$ cat src/rtl/rightmost_set_bit_drain.sv
// Drains a bitmask one set bit per cycle, lowest bit first,
// emitting each bit as a one-hot mask plus its binary index.
module rightmost_set_bit_drain #(
  parameter int WORD_WIDTH  = 8,
  parameter int INDEX_WIDTH = 3
) (
  input  logic                   clock,
  input  logic                   clear_n,
  input  logic                   input_valid,
  output logic                   input_ready,
  input  logic [WORD_WIDTH-1:0]  input_data,
  output logic                   output_valid,
  input  logic                   output_ready,
  output logic [WORD_WIDTH-1:0]  output_onehot,
  output logic [INDEX_WIDTH-1:0] output_index,
  output logic                   output_last
);

  typedef enum logic {
    IDLE,
    DRAIN
  } state_t;

  localparam logic [WORD_WIDTH-1:0] ONE = WORD_WIDTH'(1);

  state_t                 state;
  logic [WORD_WIDTH-1:0]  remaining;
  logic                   armed;
  logic                   drain;
  logic [WORD_WIDTH-1:0]  lowest;
  logic [WORD_WIDTH-1:0]  rest;
  logic [INDEX_WIDTH-1:0] enc;
  logic                   in_fire;
  logic                   out_fire;
  logic                   nonzero;

  assign drain  = (state == DRAIN);
  assign lowest = remaining & (~remaining + ONE);
  assign rest   = remaining & (remaining - ONE);

  always_comb begin
    enc = '0;
    for (int i = 0; i < WORD_WIDTH; i++) begin
      if (lowest[i]) enc = INDEX_WIDTH'(i);
    end
  end

  assign output_valid  = drain;
  assign output_onehot = drain ? lowest : '0;
  assign output_index  = drain ? enc : '0;
  assign output_last   = drain && (rest == '0);

  // armed holds ready low until the first edge after reset
  assign input_ready = drain ? (output_ready & output_last)
                             : armed;

  assign in_fire  = input_valid & input_ready;
  assign out_fire = output_valid & output_ready;
  assign nonzero  = (input_data != '0);

  always_ff @(posedge clock or negedge clear_n) begin
    if (!clear_n) begin
      state     <= IDLE;
      remaining <= '0;
      armed     <= 1'b0;
    end else begin
      armed <= 1'b1;
      unique case (state)
        IDLE: begin
          if (in_fire && nonzero) begin
            remaining <= input_data;
            state     <= DRAIN;
          end
        end
        DRAIN: begin
          if (out_fire) begin
            if (output_last) begin
              if (in_fire && nonzero) begin
                remaining <= input_data;
              end else begin
                remaining <= '0;
                state     <= IDLE;
              end
            end else begin
              remaining <= rest;
            end
          end
        end
        default: begin
          state     <= IDLE;
          remaining <= '0;
        end
      endcase
    end
  end

endmodule

$ cat config.mk
export PLATFORM = sky130hd
export DESIGN_NAME = rightmost_set_bit_drain
export DESIGN_NICKNAME = d
export VERILOG_FILES = /design/src/rtl/rightmost_set_bit_drain.sv
export SDC_FILE = /design/constraint.sdc
export NUM_CORES = 1
export LEC_CHECK = 0
export ABC_AREA = 0
export CAP_MARGIN = 15
export CORE_UTILIZATION = 44
export CTS_CLUSTER_SIZE = 12
export DETAILED_ROUTE_END_ITERATION = 12
export PLACE_DENSITY = 0.85
export SYNTH_ARGS = -nofsm -noshare
export SYNTH_HDL_FRONTEND = slang
export SYNTH_SLANG_ARGS = --single-unit
$ cat constraint.sdc
create_clock -name clock -period 2.4 [get_ports clock]
set_input_delay 0.6 -clock clock [delete_from_list [all_inputs] [get_ports clock]]
set_output_delay 0.6 -clock clock [all_outputs]
set_load 0.05 [all_outputs]
### Word level (Yosys, flattened, before mapping)

Cells that the tools add are included.

* register bits: 10
* logic and storage cells: 38

* add/sub/neg operators: 2
* equality and inequality tests: 2
* multiplexer cells: 19
* bitwise operators: 7
* reductions and logical operators: 5

Operators by type and width (count)
* $mux W8: 5
* $and A8 B8 Y8: 2
* $pmux W8 S2: 1
* $mux W3: 5
* $add A8 B1 Y8 const B: 1
* $logic_not A8 Y1: 1
* $not A8 Y8: 1
* $reduce_bool A8 Y1: 1
* $sub A8 B1 Y8 const B: 1
* $mux W1: 5
* $mux W2: 2
* $and A1 B1 Y1: 3
* $logic_and A1 B1 Y1: 2
* $ne A2 B1 Y1 const B: 1
* $ne A2 B2 Y1 const B: 1
* $pmux W1 S2: 1
* $reduce_and A2 Y1: 1
* $not A1 Y1: 1

### Depth between registers and ports, before layout

Gate-level depths: netlist of the first run.

* depth in word-level cells: 12
* gate-level depth with buffers: 6
* depth with buffers taken out: 5

### Worst setup path before layout of the first run

No wires, ideal clock.

* path kind: reg2out
* start point: register remaining[2]
* end point: output output_onehot[7]
* arrival time: 2.468 ns
* required time: 1.800 ns
* slack: -0.668 ns
* cell stages (with the launch flop): 4
* cells stage by stage: dfrtp_1 > nor4_4 > nand2_1 > nor4_1

* longest elaborated chain between the ends: 4

Ends and longest elaborated chain
* from (decl): RTL line 27 `logic [WORD_WIDTH-1:0] remaining;`
* from (signal assigned): RTL line 71 `remaining <= input_data;`
* from (signal assigned): RTL line 79 `remaining <= input_data;`
* from (signal assigned): RTL line 85 `remaining <= rest;`
* $not A8 Y8: RTL line 38 `assign lowest = remaining & (~remaining + ONE);`
* $add A8 B1 Y8: RTL line 38
* $and A8 B8 Y8: RTL line 38
* $mux W8: RTL line 49 `assign output_onehot = drain ? lowest : '0;`
* to (decl): RTL line 14 `output logic [WORD_WIDTH-1:0] output_onehot,`

Every way passes these cells.

### Worst setup path after layout of the first run

* start point: register remaining[0]
* end point: output input_ready

* longest elaborated chain between the ends: 6

Ends and longest elaborated chain
* $sub A8 B1 Y8: RTL line 39 `assign rest = remaining & (remaining - ONE);`
* $and A8 B8 Y8 (*): RTL line 39
* $logic_not A8 Y1 (*): RTL line 51 `assign output_last = drain && (rest == '0);`
* $logic_and A1 B1 Y1 (*): RTL line 51
* $and A1 B1 Y1 (*): RTL line 54 `assign input_ready = drain ? (output_ready & output_last)`
* $mux W1 (*): RTL line 54
* to (decl): RTL line 10 `output logic input_ready,`

Every way passes the cells marked *; elsewhere a longest branch is shown, timed or not.

==> results of run 1 <==
[cell families after synthesis]
kind of cell           Yosys count  synth area share (%)
flip-flops                      10                  33.4
other                            1                 0.501
AND/OR/NAND/NOR                 48                  32.6
buffers and inverters           11                  7.19
AO/OA/AOI/OAI                   27                  26.3
[area by class of cell]
class	instances	area share [%]
inverter	6	1.69
timing repair buffer	42	37.0
multi-input combinational	76	39.0
sequential	10	19.1
clock buffer	3	1.69
tap	16	1.50
[cells in the mapped netlist, drive strengths merged]
cell type and instances:
or4 2, nand3b 1, inv 6, buf 3, o41ai 1, and3 2
nand2 15, conb 1, dfrtp 10, a31oi 3, and2 3, nor2 10
a22oi 1, nand2b 1, o311ai 2, clkbuf 2, nor3 6, o21ai 5
o32ai 1, nor3b 1, a21oi 5, a211oi 1, nor4 2, nand3 5
o22ai 8
[worst reg2reg max path: stages, from the launching register on]
cell      delay [ns]
dfrtp_2         0.45
buf_4           0.16
a211oi_1        0.22
o311ai_2        0.19
a22oi_2         0.36
a31oi_4         0.13
buf_4           0.15
buf_4           0.15
o22ai_1         0.17
[layer usage]
layer | up-vias | GRT usage [%] | share of wire [%]
met2 | 60 | 45.7 | 51
met4 | 0 | 17.6 | 5.3
li1 | 435 | - | -
met1 | 459 | 30.6 | 37
met3 | 19 | 2.98 | 6.2
met5 | - | 0 | 0
[flip-flops by register name (all words and copies together) (netlist names)]
register,count
armed,1
output_valid,1
remaining,8
[per-stage QoR]
step                worst slack [ns]  cell area (um2)  utilization (%)  hold WS, ns  TNS (ns)
floorplan                     -0.109              774                -        0.304    -0.131
global placement              0.0499             1190             77.1        0.661         0
detailed placement            0.0141             1190             77.1        0.675         0
CTS                           -0.111             1280             82.8        0.663    -0.308
global route                  -0.282             1330             86.5        0.681    -0.946
finish                        -0.172             1330             86.5        0.651    -0.456
[how the worst max path moves through the flow]
stage | cells after the start | endpoint | start | slack (ns)
final | 7 | input_ready | remaining[0]$_DFFE_PN0P_ | -0.17
after global routing | 6 | input_ready | remaining[3]$_DFFE_PN0P_ | -0.28
after CTS | 5 | output_last | remaining[0]$_DFFE_PN0P_ | -0.11
after detailed placement | 5 | output_last | remaining[1]$_DFFE_PN0P_ | 0.01
after global placement | 5 | output_last | remaining[1]$_DFFE_PN0P_ | 0.05
after floorplan | 2 | output_onehot[7] | output_valid$_DFF_PN0_ | -0.11
[repair_timing]
item | in CTS | in global routing
buffers inserted | 7 | 2
gates resized for setup | 5 | 10
endpoints found under the setup margin | 4 | 5
endpoints found under the hold margin | 0 | 0
pin swaps | 3 | 3
==> results.sh, run 1 <==
export IMPL_cp_data_required_time_ns=1.80
export IMPL_nFillCells=86
export IMPL_crit_type="flip-flop to primary output"
export IMPL_root_buffer="clkbuf_4"
export IMPL_critPathArrivalTime_ns=1.97
export IMPL_critPathMaxStageDelay_ns=0.45
export IMPL_path_buf_inv=3
export IMPL_finalMaxSlewViolations=0
export IMPL_synth_area_top_cells="dfrtp_1 33%, nand2_1 7.5%, o22ai_1 6.7%"
export IMPL_synth_top_area_share_pct=33.4
export IMPL_final_common_cell="buf_4"
export IMPL_crit_path_top_delay_cell="dfrtp_2"
export IMPL_synth_seq_cells=10
export IMPL_dieWidth_um=43.2
export IMPL_portBuffers=25
export IMPL_ys_warn_count=0
export IMPL_fin_skew_ns=0.000642
export IMPL_drt_initial_drc_count=19
export IMPL_wire_per_inst_um=16.8
export IMPL_clock_latency_ns=0.26
export IMPL_path_cells="buf_4 > a211oi_1 > o311ai_2 > a22oi_2 > a31oi_4 > inv_2 > buf_12"
export IMPL_ios=26
export IMPL_fin_crit_ns=2.57
export IMPL_numCtsBuffers=3
export IMPL_via_per_inst=6.36
export IMPL_dp_hpwl_mm=1.65
export IMPL_grt_use_total_pct=26.6
export IMPL_r2r_start="remaining[0]$_DFFE_PN0P_"
export IMPL_ys_seq_area_share_pct=33.4
export IMPL_syn_inst=97
export IMPL_diodes=0
export IMPL_grt_pass1_wl_mm=3.77
export IMPL_dp_cells=141
export IMPL_layout_cells_non_filler=153
export IMPL_rows=14
export IMPL_cts_sinks=10
export IMPL_num_vias=973
export IMPL_max_cap_violations=0
export IMPL_core_um2=1540
export IMPL_wl_mm=2.57
export IMPL_drc=0
export IMPL_slew_headroom_pct=49.7
export IMPL_crit_fanout=5
export IMPL_fmax_mhz=389
export IMPL_syn2layout_area_growth_pct=78.3
export IMPL_cts_tree="done"
export IMPL_grt_max_degree=16
export IMPL_clk_path_buf_depth=2
export IMPL_multi_input_area_um2=520
export IMPL_seqCellArea_um2=255
export IMPL_gr_total_overflow=0
export IMPL_setup_ws_ns=-0.172
export IMPL_gp_congestion=0.918
export IMPL_start_kind="flip-flop"
export IMPL_hold_viol=0
export IMPL_worstRegToRegCells=8
export IMPL_die_area_um2=1870
export IMPL_r2r_end="remaining[2]$_DFFE_PN0P_"
export IMPL_regToRegSetupSlack_ns=0.35
export IMPL_layout_common_cells="19 x buf_4, 13 x nand2_1, 12 x buf_12, 11 x clkdlybuf4s50_1"
export IMPL_outcome="finished with violations"
export IMPL_start_util_pct=48.5
export IMPL_grt_pass1_vias=911
export IMPL_violations="negative setup slack"
export IMPL_rsz0062_at_grt="true"
export IMPL_antenna_found_initial=0
export IMPL_setup_viol=3
export IMPL_fin_nets=151
export IMPL_end_kind="primary output"
export IMPL_die_height_um=43.2
export IMPL_layout_drive_gt1_share_pct=40.9
export IMPL_synth_area_leader_cell="dfrtp_1"
export IMPL_clk_pin_slew_worst_paths_ns=0.06
export IMPL_drtAntennaViolNets=0
export IMPL_ctsHtreeMaxLevel=1
export IMPL_worst_slew_pin_transition_ns=0.749
export IMPL_hold_path_class="input pin to asynchronous set/reset pin"
export IMPL_postSynthAreaPerCell_um2=7.71
export IMPL_final_period_utilization_pct=107
export IMPL_cts_hold_fix_buffers=0
export IMPL_drt_first_pass_iters=4
export IMPL_syn_num_nets=109
export IMPL_synth_area_um2=748
export IMPL_crit_family="compound AO/OA/AOI/OAI gates"
export IMPL_yosysUniqueCellTypes=31
Power of run 1 is left out: the tool's default activity adds up to more than one toggle a clock period on the data nets, which glitch-free logic cannot reach.
==> inputs of run 2 (changes only) <==
- CORE_UTILIZATION: 44 -> 45
- PLACE_DENSITY: 0.85 -> 0.87
- clock period: 2.4 -> 3.3 ns (I/O delays scaled with it)
==> run 2 against run 1 <==
The run now ends clean. Register-to-register slack improved by 1.0 ns. Hold slack improved by 0.021 ns. Critical endpoint is now output_index[2]. Flip-flop and latch count did not move. First-iteration DRC count rose by 5.3%. Highest routed layer unchanged.
==> results.sh, run 2 (same netlist as run 1, synthesis figures left out) <==
export IMPL_outcome="complete, no violations"
export IMPL_cts_setup_buffers=0
export IMPL_clk_path_buf_depth=2
export IMPL_wire_per_inst_um=13.6
export IMPL_grtUsageMet3_pct=2.55
export IMPL_max_cap_violations=0
export IMPL_fmax_mhz=320
export IMPL_grt_util_met2_pct=36.4
export IMPL_hold_slack_ns=0.672
export IMPL_layout_drive_gt1_share_pct=10.7
export IMPL_gr_total_overflow=0
export IMPL_rows=14
export IMPL_drc=0
export IMPL_drtAntennaViolNets=0
export IMPL_setup_viol=0
export IMPL_setup_ws_ns=0.180
export IMPL_cp_data_required_time_ns=2.47
export IMPL_critPathMaxStageDelay_ns=0.81
export IMPL_core_um2=1520
export IMPL_antenna_found_initial=0
export IMPL_cts_resized_gates=0
export IMPL_gp_congestion=0.893
export IMPL_hold_path_class="flip-flop to flip-flop"
export IMPL_grt_max_degree=11
export IMPL_cts_tree="done"
export IMPL_ios=26
export IMPL_slew_headroom_pct=46.9
export IMPL_end_kind="primary output"
export IMPL_finalSetupTns_ns=0
export IMPL_met1_usage_pct=26.3
export IMPL_top_register="remaining"
export IMPL_worst_slew_pin_transition_ns=0.790
export IMPL_cts_sinks=10
export IMPL_dp_hpwl_mm=1.43
export IMPL_critPathArrivalTime_ns=2.30
export IMPL_syn2layout_area_growth_pct=38.1
export IMPL_die_height_um=42.8
export IMPL_cts_hold_fix_buffers=0
export IMPL_start_util_pct=49.1
export IMPL_root_buffer="clkbuf_4"
export IMPL_final_common_cell="clkdlybuf4s50_1"
export IMPL_path_cells="nor4_4 > nand2_1 > a21oi_1 > clkdlybuf4s50_1"
export IMPL_drt_initial_drc_count=20
export IMPL_finalMaxSlewViolations=0
export IMPL_crit_fanout=8
export IMPL_dpl_instance_area_um2=997
export IMPL_crit_type="flip-flop to primary output"
export IMPL_fin_skew_ns=0.00626
export IMPL_grt_use_total_pct=22.3
export IMPL_post_place_ws_ns=0.475
export IMPL_final_area_um2=1030
export IMPL_fin_crit_ns=3.12
export IMPL_numCtsBuffers=3
export IMPL_rsz0062_at_grt="false"
export IMPL_start_kind="flip-flop"
export IMPL_portBuffers=25
export IMPL_largest_register_ffs=8
export IMPL_grt_pass1_vias=766
export IMPL_busiest_layer="met2"
export IMPL_hold_viol=0
export IMPL_diodes=0
export IMPL_layout_common_cells="21 x clkdlybuf4s50_1, 15 x nand2_1, 10 x nor2_1, 10 x dfrtp_1, 8 x o22ai_1"
export IMPL_via_per_inst=5.97
export IMPL_num_vias=824
export IMPL_die_area_um2=1830
export IMPL_fin_nets=135
export IMPL_dieWidth_um=42.8
export IMPL_final_period_utilization_pct=94.6
export IMPL_crit_path_top_delay_cell="clkdlybuf4s50_1"
export IMPL_grt_pass1_wl_mm=3.13
export IMPL_ctsHtreeMaxLevel=1
export IMPL_regToRegSetupSlack_ns=1.36
export IMPL_wl_mm=1.87
export IMPL_clock_latency_ns=0.27
export IMPL_drt_first_pass_iters=4
export IMPL_clk_pin_slew_worst_paths_ns=0.06
## run 2: final cells by class
cell class	count	area, um2
fill	128	490
multi-input combinational	76	444
timing repair buffer	26	260
sequential	10	250
clock buffer	4	36.3
inverter	6	22.5
tap	16	20.0
## run 2: worst paths after layout
| check | startpoint | endpoint | cells after the start |
|---|---|---|---|
| min in group asynchronous | clear_n | armed$_DFF_PN0_ | 1 |
| hold / removal | remaining[2]$_DFFE_PN0P_ | remaining[2]$_DFFE_PN0P_ | 2 |
| setup reg to reg | remaining[0]$_DFFE_PN0P_ | remaining[2]$_DFFE_PN0P_ | 5 |
| setup / recovery | remaining[2]$_DFFE_PN0P_ | output_index[2] | 4 |
| max in group asynchronous | clear_n | remaining[5]$_DFFE_PN0P_ | 1 |
| hold reg to reg | remaining[2]$_DFFE_PN0P_ | remaining[2]$_DFFE_PN0P_ | 2 |
## run 2: layer usage
metal,share of wire (%),wire (um)
met5,0,0
met4,3.7,70
met3,7.5,141
met2,47,882
met1,42,780
## run 2: stage by stage
step                util (%)  cells
floorplan                  -     97
global placement        65.4    134
detailed placement      65.4    134
CTS                     67.8    138
global route            67.8    138
finish                  67.8    138
## run 2: critical path, delay by kind of cell (launching register included)
kind / cells / cell delay (ns)
AOI/OAI and AO/OA: 1 / 0.14
buffers and inverters: 1 / 0.81
DFF: 1 / 0.46
and+or+nand+nor: 2 / 0.62
Power of run 2 is left out for the same reason.
